[src/rtl/nibble_pkg.sv]
// Shared nibble-swap definitions, used by both the transmit and receive ends of the link.
package nibble_pkg;

  localparam int NIB_DATA_W     = 8;
  localparam int NIB_FIFO_DEPTH = 4;
  localparam int NIB_CNT_W      = 16;

  function automatic logic [NIB_DATA_W-1:0] nib_swap(input logic [NIB_DATA_W-1:0] b);
    return {b[NIB_DATA_W/2-1:0], b[NIB_DATA_W-1:NIB_DATA_W/2]};
  endfunction

endpackage

[src/rtl/nibble_fifo.sv]
// Registered FIFO with output at the head entry. Data is visible one cycle after a push, with no bypass.
// Backpressure: in_ready drops when full, and a pop while full frees space only on the next cycle.
module nibble_fifo #(
  parameter int DEPTH  = 4,
  parameter int DATA_W = 8
) (
  input  logic                         clk,
  input  logic                         reset,
  input  logic                         in_valid,
  output logic                         in_ready,
  input  logic [DATA_W-1:0]            in_data,
  output logic                         out_valid,
  input  logic                         out_ready,
  output logic [DATA_W-1:0]            out_data,
  output logic [$clog2(DEPTH+1)-1:0]   level
);

  localparam int PTR_W = $clog2(DEPTH);
  localparam int LVL_W = $clog2(DEPTH + 1);

  logic [DATA_W-1:0] mem [DEPTH];
  logic [PTR_W-1:0]  wr_ptr;
  logic [PTR_W-1:0]  rd_ptr;
  logic              push;
  logic              pop;

  assign in_ready  = (level != LVL_W'(DEPTH));
  assign out_valid = (level != '0);
  assign out_data  = mem[rd_ptr];
  assign push      = in_valid && in_ready;
  assign pop       = out_valid && out_ready;

  // Power-of-two depth lets the pointers wrap naturally.
  always_ff @(posedge clk or negedge reset) begin
    if (!reset) begin
      wr_ptr <= '0;
      rd_ptr <= '0;
      level  <= '0;
      for (int i = 0; i < DEPTH; i++) mem[i] <= '0;
    end else begin
      if (push) begin
        mem[wr_ptr] <= in_data;
        wr_ptr      <= wr_ptr + 1'b1;
      end
      if (pop) rd_ptr <= rd_ptr + 1'b1;
      case ({push, pop})
        2'b10:   level <= level + 1'b1;
        2'b01:   level <= level - 1'b1;
        default: level <= level;
      endcase
    end
  end

endmodule

[src/rtl/nibble_unswap_buffer.sv]
// Restores the nibble order of each byte whose flag is set, buffers it, and counts delivered bytes.
// Latency is 1 cycle from push to out_valid; valid/ready backpressure is applied on both sides via the FIFO.
module nibble_unswap_buffer
  import nibble_pkg::*;
#(
  parameter int DEPTH  = NIB_FIFO_DEPTH,
  parameter int DATA_W = NIB_DATA_W,
  parameter int CNT_W  = NIB_CNT_W
) (
  input  logic                         clk,
  input  logic                         reset,
  input  logic                         in_valid,
  output logic                         in_ready,
  input  logic [DATA_W-1:0]            in_data,
  input  logic                         unswap_en,
  output logic                         out_valid,
  input  logic                         out_ready,
  output logic [DATA_W-1:0]            out_data,
  output logic [$clog2(DEPTH+1)-1:0]   level,
  output logic [CNT_W-1:0]             xfer_cnt
);

  logic [DATA_W-1:0] swapped;
  logic [DATA_W-1:0] wr_data;

  // The shared function covers the default byte width; other widths use the same mapping inline.
  generate
    if (DATA_W == NIB_DATA_W) begin : g_pkg_swap
      always_comb swapped = nib_swap(in_data);
    end else begin : g_local_swap
      always_comb swapped = {in_data[DATA_W/2-1:0], in_data[DATA_W-1:DATA_W/2]};
    end
  endgenerate

  assign wr_data = unswap_en ? swapped : in_data;

  nibble_fifo #(
    .DEPTH  (DEPTH),
    .DATA_W (DATA_W)
  ) u_fifo (
    .clk       (clk),
    .reset     (reset),
    .in_valid  (in_valid),
    .in_ready  (in_ready),
    .in_data   (wr_data),
    .out_valid (out_valid),
    .out_ready (out_ready),
    .out_data  (out_data),
    .level     (level)
  );

  always_ff @(posedge clk or negedge reset) begin
    if (!reset) begin
      xfer_cnt <= '0;
    end else if (out_valid && out_ready) begin
      xfer_cnt <= xfer_cnt + 1'b1;
    end
  end

endmodule
[config.mk]
export PLATFORM = sky130hd
export DESIGN_NAME = nibble_unswap_buffer
export DESIGN_NICKNAME = d
export VERILOG_FILES = /design/src/rtl/nibble_pkg.sv /design/src/rtl/nibble_fifo.sv /design/src/rtl/nibble_unswap_buffer.sv
export SDC_FILE = /design/constraint.sdc
export NUM_CORES = 1
export LEC_CHECK = 0
export CORE_MARGIN = 2
export CORE_UTILIZATION = 35
export CTS_BUF_LIST = sky130_fd_sc_hd__clkbuf_8
export CTS_CLUSTER_DIAMETER = 60
export DETAILED_ROUTE_END_ITERATION = 8
export HOLD_SLACK_MARGIN = 0.03
export PLACE_DENSITY_LB_ADDON = 0.1
export SLEW_MARGIN = 40
export SYNTH_ARGS = -nofsm -noshare
export SYNTH_HDL_FRONTEND = slang
export SYNTH_SLANG_ARGS = --single-unit
[constraint.sdc]
create_clock -name clk -period 2.7 [get_ports clk]
set_clock_uncertainty 0.1 [all_clocks]
set_input_delay 0.27 -clock clk [delete_from_list [all_inputs] [get_ports clk]]
set_output_delay 0.27 -clock clk [all_outputs]
set_load 0.01 [all_outputs]
== Word-level counts from Yosys, hierarchy flattened ==
Index checks and enable logic that the tools add are counted.
Storage, ports and cells
  bits in registers: 55
  input port bits: 13
  word-level logic and storage cells: 34
Operators by class
  add/subtract/negate cells: 5
  $lt $le $gt $ge: 3
  equal/unequal tests: 3
  muxes and demuxes: 8
  bitwise operators: 2
  reductions and logical operators: 5
Operators by type and width (number)
  $bwmux W32: 1
  $mux W8: 4
  $add A16 B1 Y16 const B: 1
  $bmux W8 S2: 1
  $demux W8 S2: 1
  $ge A3 B3 Y1 const B: 2
  $not A2 Y3: 2
  $pmux W3 S2: 1
  $add A2 B1 Y2 const B: 2
  $add A3 B1 Y3 const B: 1
  $logic_and A1 B1 Y1: 3
  $lt A3 B1 Y1 const B: 1
  $ne A3 B3 Y1 const B: 1
  $reduce_bool A3 Y1: 1
  $sub A3 B1 Y3 const B: 1
  $eq A2 B1 Y1 const B: 1
  $eq A2 B2 Y1 const B: 1
  $reduce_bool A2 Y1: 1

== Logic depth before layout (Yosys ltp) ==
  depth in word-level cells: 6
  depth in mapped cells: 9
  gate-level depth less buffers: 9

== Cells and area by module ==
A second synthesis with hierarchy kept.
Unflattened totals
  cells, all modules: 181
  area, all modules: 2780.2 um^2
By module, submodules not included
  nibble_fifo: instances 1, cells an instance 115, area an instance 1959.4 um^2, sequential area each 975.9 um^2
  nibble_unswap_buffer: instances 1, cells an instance 66, area an instance 820.8 um^2, sequential area each 400.4 um^2

== Worst setup path before layout ==
Ideal clock, no wire load.
  path kind: flip-flop to flip-flop
  start point: register u_fifo.level[1]
  end point: register u_fifo.level[2]
  setup time: 0.134 ns
  arrival time: 1.841 ns
  required time: 2.466 ns
  path slack: 0.625 ns
  stages on the path, launching flop included: 9
  buffers on the path: 0
  clock period less this slack: 2.075 ns
  cells stage by stage: dfrtp_1 > o31ai_4 > inv_1 > ha_1 > inv_1 > fa_1 > xor2_1 > nor2_1 > xor2_1
On the way
  longest elaborated chain between the ends: 4
  elaborated cells on any way between the ends: 10
  those cells by class: 2 x add/sub; 3 x eq/ne; 1 x mux; 4 x reduce/logical
Ends and longest elaborated chain
  from (decl): line nibble_fifo.sv:15  | output logic [$clog2(DEPTH+1)-1:0] level
  from (signal assigned): line nibble_fifo.sv:47  | 2'b10: level <= level + 1'b1;
  from (signal assigned): line nibble_fifo.sv:48  | 2'b01: level <= level - 1'b1;
  from (signal assigned): line nibble_fifo.sv:49  | default: level <= level;
  $reduce_bool A3 Y1 (*): line nibble_fifo.sv:28  | assign out_valid = (level != '0);
  $logic_and A1 B1 Y1 (*): line nibble_fifo.sv:31  | assign pop = out_valid && out_ready;
  net u_fifo.pop: line nibble_fifo.sv:25  | logic pop;
  $eq A2 B1 Y1 or $eq A2 B2 Y1 (tied branches): line nibble_fifo.sv:46  | case ({push, pop})
  $pmux W3 S2 or $reduce_bool A2 Y1 (tied branches)
Mark *: on every way through the listed nets, which the timed path passes. The rest lies on a longest branch.
A chain may end at the register's enable or synchronous reset.

== Worst setup path after layout ==
  start point: register u_fifo.rd_ptr[0]
  end point: output port out_data[6]
On the way
  longest elaborated chain between the ends: 4
Ends and longest elaborated chain
  from (decl): line nibble_fifo.sv:23  | logic [PTR_W-1:0] rd_ptr;
  from (signal assigned): line nibble_fifo.sv:45  | if (pop) rd_ptr <= rd_ptr + 1'b1;
  $not A2 Y3 (implied by the code): line nibble_fifo.sv:29  | assign out_data = mem[rd_ptr];
  $bmux W8 S2: line nibble_fifo.sv:29
  $mux W8 (implied by the code) (2 in series): line nibble_fifo.sv:29
  to (decl): line nibble_unswap_buffer.sv:18  | output logic [DATA_W-1:0] out_data,
Every way passes these cells. The select of a mux whose other input is x is not followed.

==> impl_metrics.json <==
{
  "outcome": "finished clean",
  "grt_pass1_vias": 1534,
  "post_cts_buffers": 0,
  "initial_core_util_pct": 35.6,
  "synthCells": 180,
  "yosysWarningCount": 0,
  "leakage_uw": 0.00136,
  "drv_cap": 0,
  "fin_area_sq_um": 3240,
  "worst_slew_pin_slew_ns": 0.713,
  "synth_cell_types": 24,
  "dr.first_iter.drc_count": 52,
  "final_nets": 249,
  "synth_area_leader_cell": "dfrtp_1",
  "reg2reg_from": "u_fifo.level[0]",
  "drt_pass1_iterations": 4,
  "core_area_sq_um": 7180,
  "pin_count": 42,
  "worstPathRequired_ns": 2.33,
  "antenna_cells": 0,
  "areaGrowthSynthToFinish_pct": 26.7,
  "worstPathArrival_ns": 1.91,
  "dpl_cell_area_sq_um": 3100,
  "rows": 31,
  "synth_top_cell_area_share_pct": 53.8,
  "end_kind": "primary output",
  "cp_max_fo": 10,
  "slew_headroom_pct": 52.5,
  "hold_slack_ns": 0.380,
  "cts_resized": 0,
  "remaining_drc_errors": 0,
  "grt_use_total_pct": 12.8,
  "hold_class": "register to register",
  "mostFrequentLayoutCells": "dfrtp_1 (55), mux2_2 (40), clkdlybuf4s50_1 (40)",
  "drive_above_1_share_pct": 29.6,
  "reg2reg_to": "u_fifo.level[2]",
  "overflow": 0,
  "die_area_sq_um": 8010,
  "final_hold_viol_count": 0,
  "cts_sinks": 55,
  "ys_ff_latch": 55,
  "setup_ws_ns": 0.423,
  "viasPerCell": 4.65,
  "met1_usage_pct": 18.2,
  "min_period_over_period_pct": 84.3,
  "final_common_cell": "dfrtp_1",
  "chipHeight_um": 89.5,
  "insertion_delay_ns": 0.30,
  "setup_tns_ns": 0,
  "netlist_area_sq_um": 2560,
  "rsz0062_at_grt": "false",
  "min_from": "xfer_cnt[15]",
  "cts.reportedPaths.clkPinSlew_ns": 0.10,
  "final_core_util_pct": 45.1,
  "wl_per_cell_um": 14.1,
  "netlist_top_cells_area": "dfrtp_1 (54%), mux2_2 (18%), mux4_2 (7.0%), xnor2_1 (5.1%), ha_1 (2.9%)",
  "vias": 1530,
  "multi_input_area_sq_um": 1140,
  "grt_pass1_wl_um": 7670,
  "place_congestion": 0.748,
  "cts_tree": "yes",
  "syn_area_per_cell_sq_um": 14.2,
  "cts_made_buffers": 5,
  "worst-r2r-setup-slack_ns": 0.45,
  "r2r_cells": 8,
  "met3_usage_pct": 3.60,
  "synthesis.nets": 200,
  "ff_latch_area_sq_um": 1380,
  "busiest_layer": "met2",
  "critPathLaunchType": "register",
  "antenna_found_initial": 0,
  "fill_cells": 673,
  "vdd.ir_drop.worst_mv": 0.504,
  "ctsRootBufferMaster": "clkbuf_8",
  "totalWireLength_um": 4620,
  "setup_violations": 0,
  "period_minus_slack_ns": 2.28,
  "path_class": "register to primary output",
  "port_buffers": 41,
  "p_per_area_nw_per_um2": 1100,
  "clockBufferDepth": 2,
  "grt_max_degree": 56,
  "whs_endpoint": "xfer_cnt[15]",
  "fmax_ghz": 0.439,
  "ant_nets": 0,
  "hpwlAfterDp_um": 3220,
  "grt.met2_usage_pct": 19.5,
  "h-tree-depth": 2,
  "dp_slack_ns": 0.360,
  "cts_hold_buf": 1,
  "seq_area_frac_synth_pct": 53.8,
  "worstHoldPathCells": 1,
  "fp.dieW_um": 89.5,
  "drv_slew": 0
}
-- critical path, stage by stage, from the launching register on --
cell	delay, ns
dfrtp_1	0.33
buf_4	0.22
mux4_2	0.53
clkdlybuf4s50_1	0.52
-- state kept, by name, summed over array words and instances (netlist names) --
signal,count
u_fifo.level,3
u_fifo.mem,32
u_fifo.wr_ptr,2
u_fifo.rd_ptr,2
xfer_cnt,16
-- metrics by stage --
step | power [uW] | std cells
finish | 3580 | 329
global route | 3840 | 329
CTS | 3650 | 329
detailed placement | 3000 | 320
global placement | 2980 | 320
floorplan | 2360 | 180
-- cells by family (layout without fill, tap and decap cells) --
family | after synthesis | count (layout) | share of synthesized area [%]
buffers and inverters | 10 | 60 | 1.52
xor gates and xnor gates | 21 | 21 | 7.19
and+or+nand+nor | 35 | 35 | 7.24
muxes | 49 | 49 | 25.0
DFF | 55 | 55 | 53.8
AOI/OAI and AO/OA | 3 | 3 | 1.47
adders and majority gates | 7 | 7 | 3.72
-- how the worst max path moves through the flow --
stage	startpoint	cells after the start	end
CTS	u_fifo.rd_ptr[0]	3	out_data[6]
floorplan	u_fifo.level[1]	8	u_fifo.level[2]
global placement	out_ready	9	u_fifo.level[2]
detailed placement	out_ready	9	u_fifo.level[2]
finish	u_fifo.rd_ptr[0]	3	out_data[6]
global route	u_fifo.rd_ptr[0]	3	out_data[6]
-- area by class of cell --
| cell class | instances | area share [%] |
|---|---|---|
| flip-flops and latches | 55 | 42.5 |
| multi-input cells | 115 | 35.3 |
| repair buffers | 45 | 13.5 |
| well taps | 99 | 3.82 |
| clock buffers | 5 | 2.12 |
| clock inverters | 3 | 1.97 |
| inverters | 7 | 0.811 |
-- where the power goes --
| part | internal [uW] | leakage (uW) | switching [uW] |
|---|---|---|---|
| clock | 367 | 0.0000695 | 260 |
| combinational | 946 | 0.000620 | 576 |
| sequential | 1170 | 0.000676 | 256 |
| total | 2480 | 0.00136 | 1090 |
-- cells in the mapped netlist, drive strengths merged --
| cell | count |
|---|---|
| o31ai | 1 |
| or3 | 1 |
| xor2 | 6 |
| xnor2 | 15 |
| ha | 6 |
| mux2 | 40 |
| and3 | 1 |
| o21ai | 1 |
| mux4 | 8 |
| buf | 3 |
| dfrtp | 55 |
| fa | 1 |
| nor3 | 2 |
| inv | 7 |
| nand2 | 17 |
| nand4 | 2 |
| nand3 | 6 |
| nor4 | 2 |
| nor2 | 3 |
| mux2i | 1 |
| a21boi | 1 |
| and4 | 1 |
-- routing by layer --
layer | vias to the layer above | share of wire, %
met2 | 28 | 46
li1 | 733 | -
met3 | 4 | 4.1
met5 | - | 0
met1 | 765 | 49
met4 | 0 | 0.95
Power figures use the tool's default switching activity.
==> RTL change 1, RTL diff (same flow settings) <==
Change the package constant `NIB_CNT_W` from 16 to 14.
--- a/src/rtl/nibble_pkg.sv
+++ b/src/rtl/nibble_pkg.sv
@@ -3,7 +3,7 @@
 
   localparam int NIB_DATA_W     = 8;
   localparam int NIB_FIFO_DEPTH = 4;
-  localparam int NIB_CNT_W      = 16;
+  localparam int NIB_CNT_W      = 14;
 
   function automatic logic [NIB_DATA_W-1:0] nib_swap(input logic [NIB_DATA_W-1:0] b);
     return {b[NIB_DATA_W/2-1:0], b[NIB_DATA_W-1:NIB_DATA_W/2]};
Ports: changed (resized xfer_cnt); port bits go from 42 to 40. The function was not compared with the original's and may differ.
==> RTL change 1 against the original RTL <==
Wire length rose by 6.7%. Worst setup slack worse by 0.11 ns. Synthesized area down 3.6%. Clock power down 29%. Power fell by 5.0%. Cell area shrank 5.0%. Sequential cell count down 2. Critical path type is now register to register.
==> RTL change 1: results (changes against the original RTL) <==
| Metric | Value |
|---|---|
| Psw | 1.10 mW (+1.2%) |
| Fin nets | 242 (-2.8%) |
| Vias in the first global route | 1,717 (+12%) |
| Critical path endpoint category | register |
| P per Cell Area | 1100 nW/µm² (about the same) |
| Vias after detailed routing | 1,522 (-0.52%) |
| Placer congestion estimate | 0.790 (+5.7%) |
| Worst slack at placement | 0.278 ns (-0.0828 ns) |
| Hold Path Sink | xfer_cnt[13] |
| Rel. slew slack | 50.9% (-1.6 points) |
| DP HPWL | 3.48 mm (+7.9%) |
| Worst Hold Launch | xfer_cnt[13] |
| Status | completed |
| Multi-input logic area | 1100 µm² (-3.9%) |
| Peak VDD IR | 0.513 mV (+1.9%) |
| Crit-path leading delay family | compound AO/OA/AOI/OAI gates |
| CP Max Fanout | 8 (-2) |
| Placed cells | 310 (-3.1%) |
| Seq/Total Area, Yosys | 53.8% (about the same) |
| Slowest cell on the critical path | o31ai_2 |
| Origin of the worst setup path | u_fifo.level[0] |
| Placed Area | 2980 µm² (-3.7%) |
| CP Data Arrival Time | 2.47 ns (+0.56 ns) |
| Hold Slack | 0.373 ns (-0.00754 ns) |
| Largest net degree at the start of global routing | 54 (-3.6%) |
| Fillers | 618 (-8.2%) |
| CP max stage delay | 0.62 ns (+0.09 ns) |
| Iteration-0 DRC Markers | 37 (-29%) |
| List of most frequent post-synthesis cells | dfrtp_1, mux2_2, xnor2_1, nand2_1 |
| Ranking of synthesized cells by area | dfrtp_1, mux2_2, mux4_2 |
| Static Leak | 1.30 nW (-5.0%) |
| Total Routing Usage GR | 14.3% (+1.6 points) |
| Port bufs | 39 (-4.9%) |
| Syn_area_per_cell | 14.1 µm² (-0.82%) |
## RTL change 1: layout make-up
cell class / instances / share of cell area (%)
inverters: 8 / 0.976
repair buffers: 43 / 13.6
multi-input cells: 111 / 35.7
flip-flops and latches: 53 / 43.1
well taps: 96 / 3.90
clock buffers: 6 / 2.68
clock inverters: 1 / 0.122
## RTL change 1: routing by layer
| layer | up-vias | track usage, % | wire length [µm] |
|---|---|---|---|
| met2 | 33 | 25.6 | 2580 |
| met4 | 0 | 4.20 | 69 |
| met3 | 6 | 3.39 | 160 |
| met1 | 775 | 17.3 | 2130 |
| met5 | - | 0 | 0 |
| li1 | 708 | - | - |
## RTL change 1: kinds of logic after synthesis
logic type	after synthesis	synth area share, %
AOI/OAI and AO/OA	3	1.17
xor gates and xnor gates	19	6.75
adders and majority gates	7	3.86
buffers and inverters	11	1.72
DFF	53	53.8
muxes	49	26.0
and+or+nand+nor	33	6.75
==> RTL change 2, RTL diff (same flow settings) <==
Made on the original files. Make the reset (`reset`) synchronous in 2 clocked blocks.
--- a/src/rtl/nibble_fifo.sv
+++ b/src/rtl/nibble_fifo.sv
@@ -31,7 +31,7 @@
   assign pop       = out_valid && out_ready;
 
   // Power-of-two depth lets the pointers wrap naturally.
-  always_ff @(posedge clk or negedge reset) begin
+  always_ff @(posedge clk) begin
     if (!reset) begin
       wr_ptr <= '0;
       rd_ptr <= '0;
--- a/src/rtl/nibble_unswap_buffer.sv
+++ b/src/rtl/nibble_unswap_buffer.sv
@@ -49,7 +49,7 @@
     .level     (level)
   );
 
-  always_ff @(posedge clk or negedge reset) begin
+  always_ff @(posedge clk) begin
     if (!reset) begin
       xfer_cnt <= '0;
     end else if (out_valid && out_ready) begin
Function: differs if reset is asserted again (counterexample within 4 cycles, from zero or initial values and one cycle with reset low); with reset held inactive, the same outputs for 10 cycles.
==> RTL change 2 against the original RTL <==
Sequential cell count grew 2. Synthesized cell count grew 26%. Synthesized area grew 1.8%. Wire length grew 17%. Global-route usage grew 1.9 points. Cell area grew 4.3%. Power shrank 21%. Combinational power shrank 50%. Sequential share of layout area grew 0.77 points. Worst setup slack lost 0.16 ns. Non-clock buffer count grew 3. Critical endpoint is now u_fifo.level[2]. Highest routed layer unchanged.
==> RTL change 2: results (changes against the original RTL) <==
| Metric | Value |
|---|---|
| Status | completed |
| Vias per inst | 4.65 (about the same) |
| Clk_lat worst skew | 0.34 ns (+0.04 ns) |
| DP HPWL | 3.64 mm (+13%) |
| Crit-path leading delay family | simple AND/OR/NAND/NOR gates |
| Grt met2 use | 21.6% (+2.0 points) |
| List of most frequent post-synthesis cells | edfxtp_1, dfxtp_1, nor2_1, nand2_1, and2_1 |
| Inverters | 15 (+8) |
| Clk slew on worst S/H paths | 0.07 ns (-0.03 ns) |
| H-tree depth | 3 (+1) |
| CP Max Fanout | 6 (-4) |
| Adder-Cell Fraction of Synth Area | 1.73% (-2.0 points) |
| DR WL met2 | 2.43 mm (+15%) |
| Number of synthesized flops with an enable pin | 32 (+32) |
| Sink Count | 57 (+3.6%) |
| Synth async-reset ratio | 0% (-100 points) |
| Internal | 2.06 mW (-17%) |
| Met3 WL post-DR | 183 µm (-3.7%) |
| Sequential share of cell area | 43.3% (+0.77 points) |
| Slowest cell on the critical path | or3b_1 |
| Origin of the worst setup path | u_fifo.level[2] |
| Ranking of synthesized cells by area | edfxtp_1, dfxtp_1, mux4_2 |
| Compound-Gate Fraction of Synth Area | 3.27% (+1.8 points) |
| Multi-input logic area | 1040 µm² (-8.9%) |
| Iteration-0 DRC Markers | 79 (+52%) |
| Rel. slew slack | 63.8% (+11 points) |
RTL change 2: changes by cell type in the layout (fill, tap and decap cells not counted), sizes merged, moves of 7 or more:
cell / change
and2: +17
nor2: +21
dfxtp: +25
edfxtp: +32
inv: +7
dfrtp: -55
mux2: -32
RTL change 2: worst min path at each step:
stage,from,endpoint,slack [ns],cells after the start
finish,xfer_cnt[15],xfer_cnt[15],0.39,2
global placement,xfer_cnt[15],xfer_cnt[15],0.37,2
floorplan,reset,xfer_cnt[11],0.32,2
detailed placement,xfer_cnt[15],xfer_cnt[15],0.39,2
global route,xfer_cnt[15],xfer_cnt[15],0.42,2
CTS,xfer_cnt[15],xfer_cnt[15],0.40,2
RTL change 2: power by group through the flow:
stage	Clock, mW	Sequential [mW]	Combinational [mW]
after floorplan	0	1.12	0.448
after global placement	0	1.13	0.775
after detailed placement	0	1.13	0.772
after CTS	0.972	1.11	0.778
after global routing	1.01	1.13	0.834
final	0.957	1.11	0.764
